### src/rtl/uart_tx_fifo_if.sv
// CPU-side bundle of the buffered UART transmitter: write strobe/data in, line and status out.
// The count width tracks the FIFO depth so occupancy 0..DEPTH fits.
interface uart_tx_fifo_if #(
  parameter int unsigned DEPTH = 8
);
  localparam int unsigned CW = $clog2(DEPTH) + 1;

  logic [7:0]    tx_data;
  logic          wr;
  logic          tx_ready;
  logic          tx;
  logic          busy;
  logic [CW-1:0] count;

  modport master (
    output tx_data,
    output wr,
    input  tx_ready,
    input  tx,
    input  busy,
    input  count
  );

  modport slave (
    input  tx_data,
    input  wr,
    output tx_ready,
    output tx,
    output busy,
    output count
  );
endinterface

### src/rtl/uart_tx_fifo.sv
// Buffered 8N1 UART transmitter: bytes queue in a small FIFO and go out LSB-first on tx.
// Frames are exactly 10*DIV cycles and follow each other without an idle gap.
module uart_tx_fifo #(
  parameter int unsigned CLOCK_HZ = 100_000,
  parameter int unsigned BAUD     = 1_000,
  parameter int unsigned DEPTH    = 8
) (
  input  logic           clk,
  input  logic           rst,
  uart_tx_fifo_if.slave  bus
);
  localparam int unsigned DIV = CLOCK_HZ / BAUD;
  localparam int unsigned AW  = $clog2(DEPTH);
  localparam int unsigned CW  = AW + 1;
  localparam int unsigned BW  = $clog2(DIV);

  typedef enum logic [1:0] {StIdle, StStart, StData, StStop} state_e;

  state_e        state_q, state_d;
  logic [BW-1:0] baud_q, baud_d;
  logic [2:0]    bit_q, bit_d;
  logic [7:0]    shift_q, shift_d;
  logic          tx_q, tx_d;

  logic [7:0]    mem_q [DEPTH];
  logic [AW-1:0] wr_ptr_q, rd_ptr_q;
  logic [CW-1:0] count_q, count_d;

  logic push, pop, not_full, not_empty, baud_end;

  assign not_full  = count_q < CW'(DEPTH);
  assign not_empty = count_q != '0;
  // Full is judged on the pre-edge count, so a same-cycle pop never frees room for the write.
  assign push      = bus.wr && not_full;
  assign baud_end  = baud_q == BW'(DIV - 1);

  always_comb begin
    unique case ({push, pop})
      2'b10:   count_d = count_q + CW'(1);
      2'b01:   count_d = count_q - CW'(1);
      default: count_d = count_q;
    endcase
  end

  always_ff @(posedge clk) begin
    if (push) begin
      mem_q[wr_ptr_q] <= bus.tx_data;
    end
  end

  always_ff @(posedge clk or negedge rst) begin
    if (!rst) begin
      wr_ptr_q <= '0;
      rd_ptr_q <= '0;
      count_q  <= '0;
    end else begin
      if (push) wr_ptr_q <= wr_ptr_q + AW'(1);
      if (pop)  rd_ptr_q <= rd_ptr_q + AW'(1);
      count_q <= count_d;
    end
  end

  always_comb begin
    state_d = state_q;
    baud_d  = baud_q;
    bit_d   = bit_q;
    shift_d = shift_q;
    tx_d    = tx_q;
    pop     = 1'b0;
    unique case (state_q)
      StIdle: begin
        tx_d   = 1'b1;
        baud_d = '0;
        if (not_empty) begin
          pop     = 1'b1;
          shift_d = mem_q[rd_ptr_q];
          tx_d    = 1'b0;
          state_d = StStart;
        end
      end
      StStart: begin
        if (baud_end) begin
          baud_d  = '0;
          bit_d   = '0;
          tx_d    = shift_q[0];
          shift_d = {1'b0, shift_q[7:1]};
          state_d = StData;
        end else begin
          baud_d = baud_q + BW'(1);
        end
      end
      StData: begin
        if (baud_end) begin
          baud_d = '0;
          if (bit_q == 3'd7) begin
            tx_d    = 1'b1;
            state_d = StStop;
          end else begin
            bit_d   = bit_q + 3'd1;
            tx_d    = shift_q[0];
            shift_d = {1'b0, shift_q[7:1]};
          end
        end else begin
          baud_d = baud_q + BW'(1);
        end
      end
      StStop: begin
        if (baud_end) begin
          baud_d = '0;
          // Chain straight into the next start bit when more data is waiting.
          if (not_empty) begin
            pop     = 1'b1;
            shift_d = mem_q[rd_ptr_q];
            tx_d    = 1'b0;
            state_d = StStart;
          end else begin
            state_d = StIdle;
          end
        end else begin
          baud_d = baud_q + BW'(1);
        end
      end
      default: begin
        state_d = StIdle;
        tx_d    = 1'b1;
      end
    endcase
  end

  always_ff @(posedge clk or negedge rst) begin
    if (!rst) begin
      state_q <= StIdle;
      baud_q  <= '0;
      bit_q   <= '0;
      shift_q <= '0;
      tx_q    <= 1'b1;
    end else begin
      state_q <= state_d;
      baud_q  <= baud_d;
      bit_q   <= bit_d;
      shift_q <= shift_d;
      tx_q    <= tx_d;
    end
  end

  assign bus.tx       = tx_q;
  assign bus.tx_ready = not_full;
  assign bus.busy     = (state_q != StIdle) || not_empty;
  assign bus.count    = count_q;
endmodule

### src/flat_wrapper.sv
// flat-port wrapper written by rule: the top's interface ports become plain ports
module uart_tx_fifo_flat 
#(
  parameter int unsigned CLOCK_HZ = 100_000,
  parameter int unsigned BAUD     = 1_000,
  parameter int unsigned DEPTH    = 8
)
  (clk, rst, bus_tx_data, bus_wr, bus_tx_ready, bus_tx, bus_busy, bus_count);
  uart_tx_fifo_if #(.DEPTH(DEPTH)) bus_i ();
  input  logic clk;
  input  logic rst;
  input wire logic [$bits(bus_i.tx_data)-1:0] bus_tx_data;
  input wire logic [$bits(bus_i.wr)-1:0] bus_wr;
  output wire logic [$bits(bus_i.tx_ready)-1:0] bus_tx_ready;
  output wire logic [$bits(bus_i.tx)-1:0] bus_tx;
  output wire logic [$bits(bus_i.busy)-1:0] bus_busy;
  output wire logic [$bits(bus_i.count)-1:0] bus_count;
  assign bus_i.tx_data = bus_tx_data;
  assign bus_i.wr = bus_wr;
  assign bus_tx_ready = bus_i.tx_ready;
  assign bus_tx = bus_i.tx;
  assign bus_busy = bus_i.busy;
  assign bus_count = bus_i.count;
  uart_tx_fifo #(.CLOCK_HZ(CLOCK_HZ), .BAUD(BAUD), .DEPTH(DEPTH)) u_core (.clk(clk), .rst(rst), .bus(bus_i));
endmodule
### config.mk
export PLATFORM = sky130hd
export DESIGN_NAME = uart_tx_fifo_flat
export DESIGN_NICKNAME = d
export VERILOG_FILES = /design/src/rtl/uart_tx_fifo_if.sv /design/src/rtl/uart_tx_fifo.sv /design/src/flat_wrapper.sv
export SDC_FILE = /design/constraint.sdc
export NUM_CORES = 1
export LEC_CHECK = 0
export CAP_MARGIN = 20
export CORE_AREA = 10 10 95 139
export CTS_BUF_LIST = sky130_fd_sc_hd__clkbuf_8
export DETAILED_ROUTE_END_ITERATION = 10
export DIE_AREA = 0 0 105 149
export HOLD_SLACK_MARGIN = 0.05
export PLACE_DENSITY = 0.54
export RECOVER_POWER = 100
export SYNTH_ARGS = -nofsm -noshare
export SYNTH_HDL_FRONTEND = slang
export SYNTH_SLANG_ARGS = --single-unit
### constraint.sdc
create_clock -name clk -period 2.8 [get_ports clk]
set_input_delay 0.84 -clock clk [delete_from_list [all_inputs] [get_ports clk]]
set_output_delay 0.84 -clock clk [all_outputs]
set_load 0.02 [all_outputs]
== Yosys cells after proc, flatten, opt, wreduce, memory -nomap -nowiden ==
Memories as Yosys holds them, arrays and structs flattened.
Cells that the tools add are included.
Word-level totals
  input bits: 11
  bits in writable memories: 64
  logic and storage cells: 74
  register bits: 31
  memories kept: 1
Operators by class
  add/subtract/negate cells: 6
  magnitude comparators: 1
  muxes and demuxes: 32
  equal/unequal tests: 14
  reduce and logical (&&, ||, !) cells: 12
Memories
  u_core.mem_q: words 8, width 8, rd ports 1, clocked after memory_dff 0, write ports 1, RTL line uart_tx_fifo.sv:25  | logic [7:0] mem_q [DEPTH];
Operators by type and width (number)
  $mux W8: 5
  $pmux W8 S4: 1
  $pmux W7 S2: 1
  $ne A2 B1 Y1 const B: 6
  $reduce_and A4 Y1: 3
  $mux W1: 11
  $mux W2: 5
  $add A3 B1 Y3 const B: 3
  $mux W3: 3
  $pmux W2 S4: 1
  $pmux W4 S2: 1
  $add A7 B1 Y7 const B: 1
  $eq A7 B7 Y1 const B: 1
  $mux W7: 1
  $eq A2 B2 Y1 const B: 3
  $pmux W3 S2: 1
  $reduce_bool A2 Y1: 3
  $reduce_and A5 Y1: 1
  $add A4 B1 Y4 const B: 1
  $eq A2 B1 Y1 const B: 2
  $lt A4 B4 Y1 const B: 1
  $pmux W1 S4: 1
  $reduce_bool A4 Y1: 1
  $sub A4 B1 Y4 const B: 1
  other kinds (7): 7

== Logic depth before layout (Yosys ltp) ==
  depth after elaboration: 6
  gate-level depth with buffers: 10
  depth with buffers taken out: 10

== Worst setup path before layout ==
OpenSTA, ideal clock, no wires.
  path type: register to register
  start: reg u_core.baud_q[3]
  end: reg u_core.count_q[3], in the netlist u_core.bus.count[3]
  stages on the path, launching flop included: 10
  clock period less this slack: 2467 ps
  data arrival time: 2332 ps
  path slack: 333 ps
  setup time: 135 ps
  path through: dfrtp_1 > nor4b_4 > a41oi_2 > nor3_4 > ha_1 > ha_1 > a21o_1 > a21oi_1 > mux2i_1 > xnor2_1
On the way
  word-level cells in the longest chain between the ends: 5
  elaborated cells between the ends (all ways): 7
  those cells by class: eq/ne (3); mux (3); reduce/logical (1)
RTL lines
  start: declaration: RTL line uart_tx_fifo.sv:20  | logic [BW-1:0] baud_q, baud_d;
  start signal: assignment: RTL line uart_tx_fifo.sv:139  | baud_q <= baud_d;
  $eq A7 B7 Y1 (*): RTL line uart_tx_fifo.sv:35  | assign baud_end = baud_q == BW'(DIV - 1);
  $mux W1 (*): RTL line uart_tx_fifo.sv:108  | if (baud_end) begin
  $pmux W1 S2 (*): RTL line uart_tx_fifo.sv:70  | unique case (state_q)
  net u_core.pop: RTL line uart_tx_fifo.sv:29  | logic push, pop, not_full, not_empty, baud_end;
  $eq A2 B1 Y1 / $eq A2 B2 Y1 (equally long branches): RTL line uart_tx_fifo.sv:38  | unique case ({push, pop})
  $pmux W4 S2 / $reduce_bool A2 Y1 (equally long branches)
  end signal: assignment: RTL line uart_tx_fifo.sv:59  | count_q <= count_d;
  end: declaration: RTL line uart_tx_fifo.sv:27  | logic [CW-1:0] count_q, count_d;
The timed path passes the listed nets; every way through them passes the cells marked *.
A chain may end at the register's enable or synchronous reset.

== Worst setup path in the final report ==
  start: reg u_core.state_q[0]
  end: out bus_busy
On the way
  word-level cells in the longest chain between the ends: 2
RTL lines
  start: declaration: RTL line uart_tx_fifo.sv:19  | state_e state_q, state_d;
  start signal: assignment: RTL line uart_tx_fifo.sv:132  | state_q <= StIdle;
  start signal: assignment: RTL line uart_tx_fifo.sv:138  | state_q <= state_d;
  $reduce_bool A2 Y1: RTL line uart_tx_fifo.sv:148  | assign bus.busy = (state_q != StIdle) || not_empty;
  $logic_or A1 B1 Y1: RTL line uart_tx_fifo.sv:148
  end: declaration: RTL line flat_wrapper.sv:16  | output wire logic [$bits(bus_i.busy)-1:0] bus_busy;
No other way between the ends.

==> summary.md <==
| Metric | Value |
|---|---|
| Fin. Hold Viols | `0` |
| Nets@finish | `~330` |
| Hold Buf Count CTS | `0` |
| Final setup violation count | `0` |
| Syn. warnings | `0` |
| Worst r2r path cells | `9` |
| Post-synth top area share | `0.4577` |
| Total CTS buffers | `9` |
| Power Total | `a little over 5 mW` |
| H-Tree Depth | `3` |
| Top-count cell post-synth | `edfxtp_1` |
| Ant. Diodes | `0` |
| CTS tree | `done` |
| Cell at the root of the clock tree | `clkbuf_8` |
| Data required, critical path | `~2000 ps` |
| Status | `finished clean` |
| All-layer global routing usage | `0.1089` |
| Vias per Instance | `approximately 5` |
| RSZ-0062 raised after global routing | `no` |
| Seq/Total Area, Yosys | `0.6427` |
| Initial Util | `0.3881` |
| Top cells by count, synth | `edfxtp_1, dfrtp_1, nor2_1, mux2i_1` |
| Routed vias | `between 2000 and 2500` |
| # Post-CTS Setup Buffers | `0` |
| Hold Crit Depth | `1` |
| Mapped Area | `about 4200 µm²` |
| Vias in the first global route | `around 2400` |
| Clk slew on worst S/H paths | `approximately 90 ps` |
| Placement Cell Area | `4623 µm²` |
| Die area | `around 16000 µm²` |
| EDFF count, synth | `64` |
| CP endpoint kind | `primary output` |
| Number of distinct library cells after synthesis | `just under 50` |
| Post-CTS Resized | `0` |
| Max Cap Viol | `0` |
| Skew final | `between 9 and 10 ps` |
| Fin util | `0.4440` |
| Worst skew pair latency | `~360 ps` |
| Setup_tns | `0 ps` |
| Syn Area/Cell | `15.16 µm²` |
| R2R Path End | `u_core.bus.count[3]` |
| Worst Path Arrival | `around 1900 ps` |
| Syn nets | `302` |
| Final Critical Period | `~2700 ps` |
| Fill cells | `just over 1000` |
| Area leader, netlist | `edfxtp_1` |
| Pwr dens | `1069 nW/µm²` |
| Reg-to-reg startpoint | `u_core.baud_q[3]` |
| Syn Inst Count | `between 200 and 300` |
| CTS max path bufs | `2` |
| Core Box Area | `around 11000 µm²` |
| FF+latch count, synth | `95` |
| CP Launch Type | `register` |
| Final Cycle Share | `0.9614` |
| Capture point of the worst path | `bus_busy` |
| Max FO, Critical Path | `5` |
| Initial antenna violation count | `0` |
| FFs w/ async S/R, synth | `0.3263` |
| Total Wirelength | `about 8000 µm` |
| Pin count of the biggest net entering global routing | `32` |
| Worst-margin pin slew | `795.9 ps` |
| Relative slew slack | `0.4694` |
| Global-route wire length before repair | `13220 µm` |
| CP startpoint | `u_core.state_q[0]` |
| DIE HEIGHT | `about 150 µm` |
| Fmax | `371.5 MHz` |
| Layout cells sized above 1 | `0.1342` |
| Final Max Slew Viols | `0` |
| Die X | `around 110 µm` |
| Leak | `1.747 nW` |
| Layout area overhead | `14.42%` |
| GRT overflow | `0` |
| GPL Wtd Cong | `0.7191` |
| Critical path type | `reg -> out` |
| FF-to-FF setup slack | `~280 ps` |
| DP HPWL | `5547 µm` |
| Port bufs | `17` |
| Area contributors post-synth | `edfxtp_1, dfrtp_1, mux4_2` |
| WL per Instance | `17.45 µm` |
| # DRC | `0` |
| Ys flop type | `edfxtp_1` |
| Starting DRT DRC Count | `93` |
| Clock sinks | `95` |
| Final Worst Setup Slack | `roughly 110 ps` |
| Cell row count | `47` |
| Hold Crit Class | `reg -> reg` |
| IO Count | `18` |
| Max IR drop VDD | `~0.0005 V` |
| Drt first pass iters | `5` |
| Post-place setup slack | `7.715 ps` |
| Final Cell Area | `4805 µm²` |
| Final ANT Viol Nets | `0` |
-- worst min path at each step --
stage,startpoint,to
3_3_place_gp,u_core.baud_q[0],u_core.baud_q[0]
2_1_floorplan,u_core.baud_q[0],u_core.baud_q[0]
3_5_place_dp,u_core.baud_q[0],u_core.baud_q[0]
4_1_cts,u_core.baud_q[0],u_core.baud_q[0]
5_1_grt,u_core.baud_q[0],u_core.baud_q[0]
6_report,u_core.baud_q[0],u_core.baud_q[0]
-- stage by stage --
| stage | std cells | hold WS (ps) |
|---|---|---|
| after floorplan | 277 | 425.1 |
| after global placement | 445 | 452.6 |
| after detailed placement | 445 | 448.2 |
| after CTS | 460 | 461.0 |
| after global routing | 460 | 484.2 |
| final | 460 | 460.2 |
-- worst max-delay path: stages (launching register included) --
cell and delay (ps):
dfrtp_1 420, inv_1 110, ha_1 270, nand2_1 80, clkdlybuf4s50_1 620
-- final cells by class --
cell class	instances	area, µm²	share of cell area
sequential	95	2699	0.5617
tap	147	183.9	0.03828
timing repair buffer	34	254.0	0.05286
inverter	8	30.03	0.006250
clock buffer	9	123.9	0.02578
multi-input combinational	161	1404	0.2922
clock inverter	6	110.1	0.02292
-- power breakdown --
part / leakage, nW / switching, mW / internal [mW] / total [mW]
combinational: 0.676 / 1.07 / 0.928 / 2.00
sequential: 0.957 / 0.285 / 1.80 / 2.09
clock: 0.113 / 0.461 / 0.587 / 1.05
total: 1.75 / 1.82 / 3.32 / 5.14
-- kinds of logic (layout without fill, tap and decap cells) --
| logic type | count (synthesis) | count (layout) | share of synthesized area |
|---|---|---|---|
| compound gates | 50 | 50 | 0.09297 |
| xor+xnor | 12 | 12 | 0.02503 |
| fa+ha+maj | 14 | 14 | 0.04351 |
| buf+inv | 21 | 57 | 0.02086 |
| flops | 95 | 95 | 0.6427 |
| mux | 28 | 28 | 0.09535 |
| simple gates | 57 | 57 | 0.07956 |
-- flip-flops by register name, indices dropped and copies added, names as in the netlist --
name and cells:
u_core.baud_q 7, u_core.shift_q 8, u_core.wr_ptr_q 3, u_core.bus.count 4, u_core.mem_q 64, u_core.bus.tx 1
u_core.state_q 2, u_core.bit_q 3, u_core.rd_ptr_q 3
-- per-layer routing --
metal | global-route usage | routed length, µm
met5 | 0 | 0
met4 | 0.03926 | 114
met3 | 0.03071 | 213
met2 | 0.1888 | 4242
met1 | 0.1253 | 3459
-- cells in the final DEF, fill, tap and decap left out, types with 5 or more instances in the layout --
| cell | instances |
|---|---|
| clkbuf_8 | 9 |
| mux4_2 | 9 |
| a211oi_1 | 8 |
| xnor2_1 | 6 |
| mux2i_1 | 16 |
| a2bb2oi_1 | 7 |
| buf_4 | 5 |
| ha_1 | 13 |
| xor2_1 | 6 |
| nand2_1 | 11 |
| a221oi_1 | 7 |
| inv_1 | 8 |
| o21ai_0 | 13 |
| dlygate4sd3_1 | 16 |
| clkbuf_1 | 11 |
| edfxtp_1 | 64 |
| dfrtp_1 | 30 |
| nor2_1 | 19 |
(Power assumes the default switching activity.)
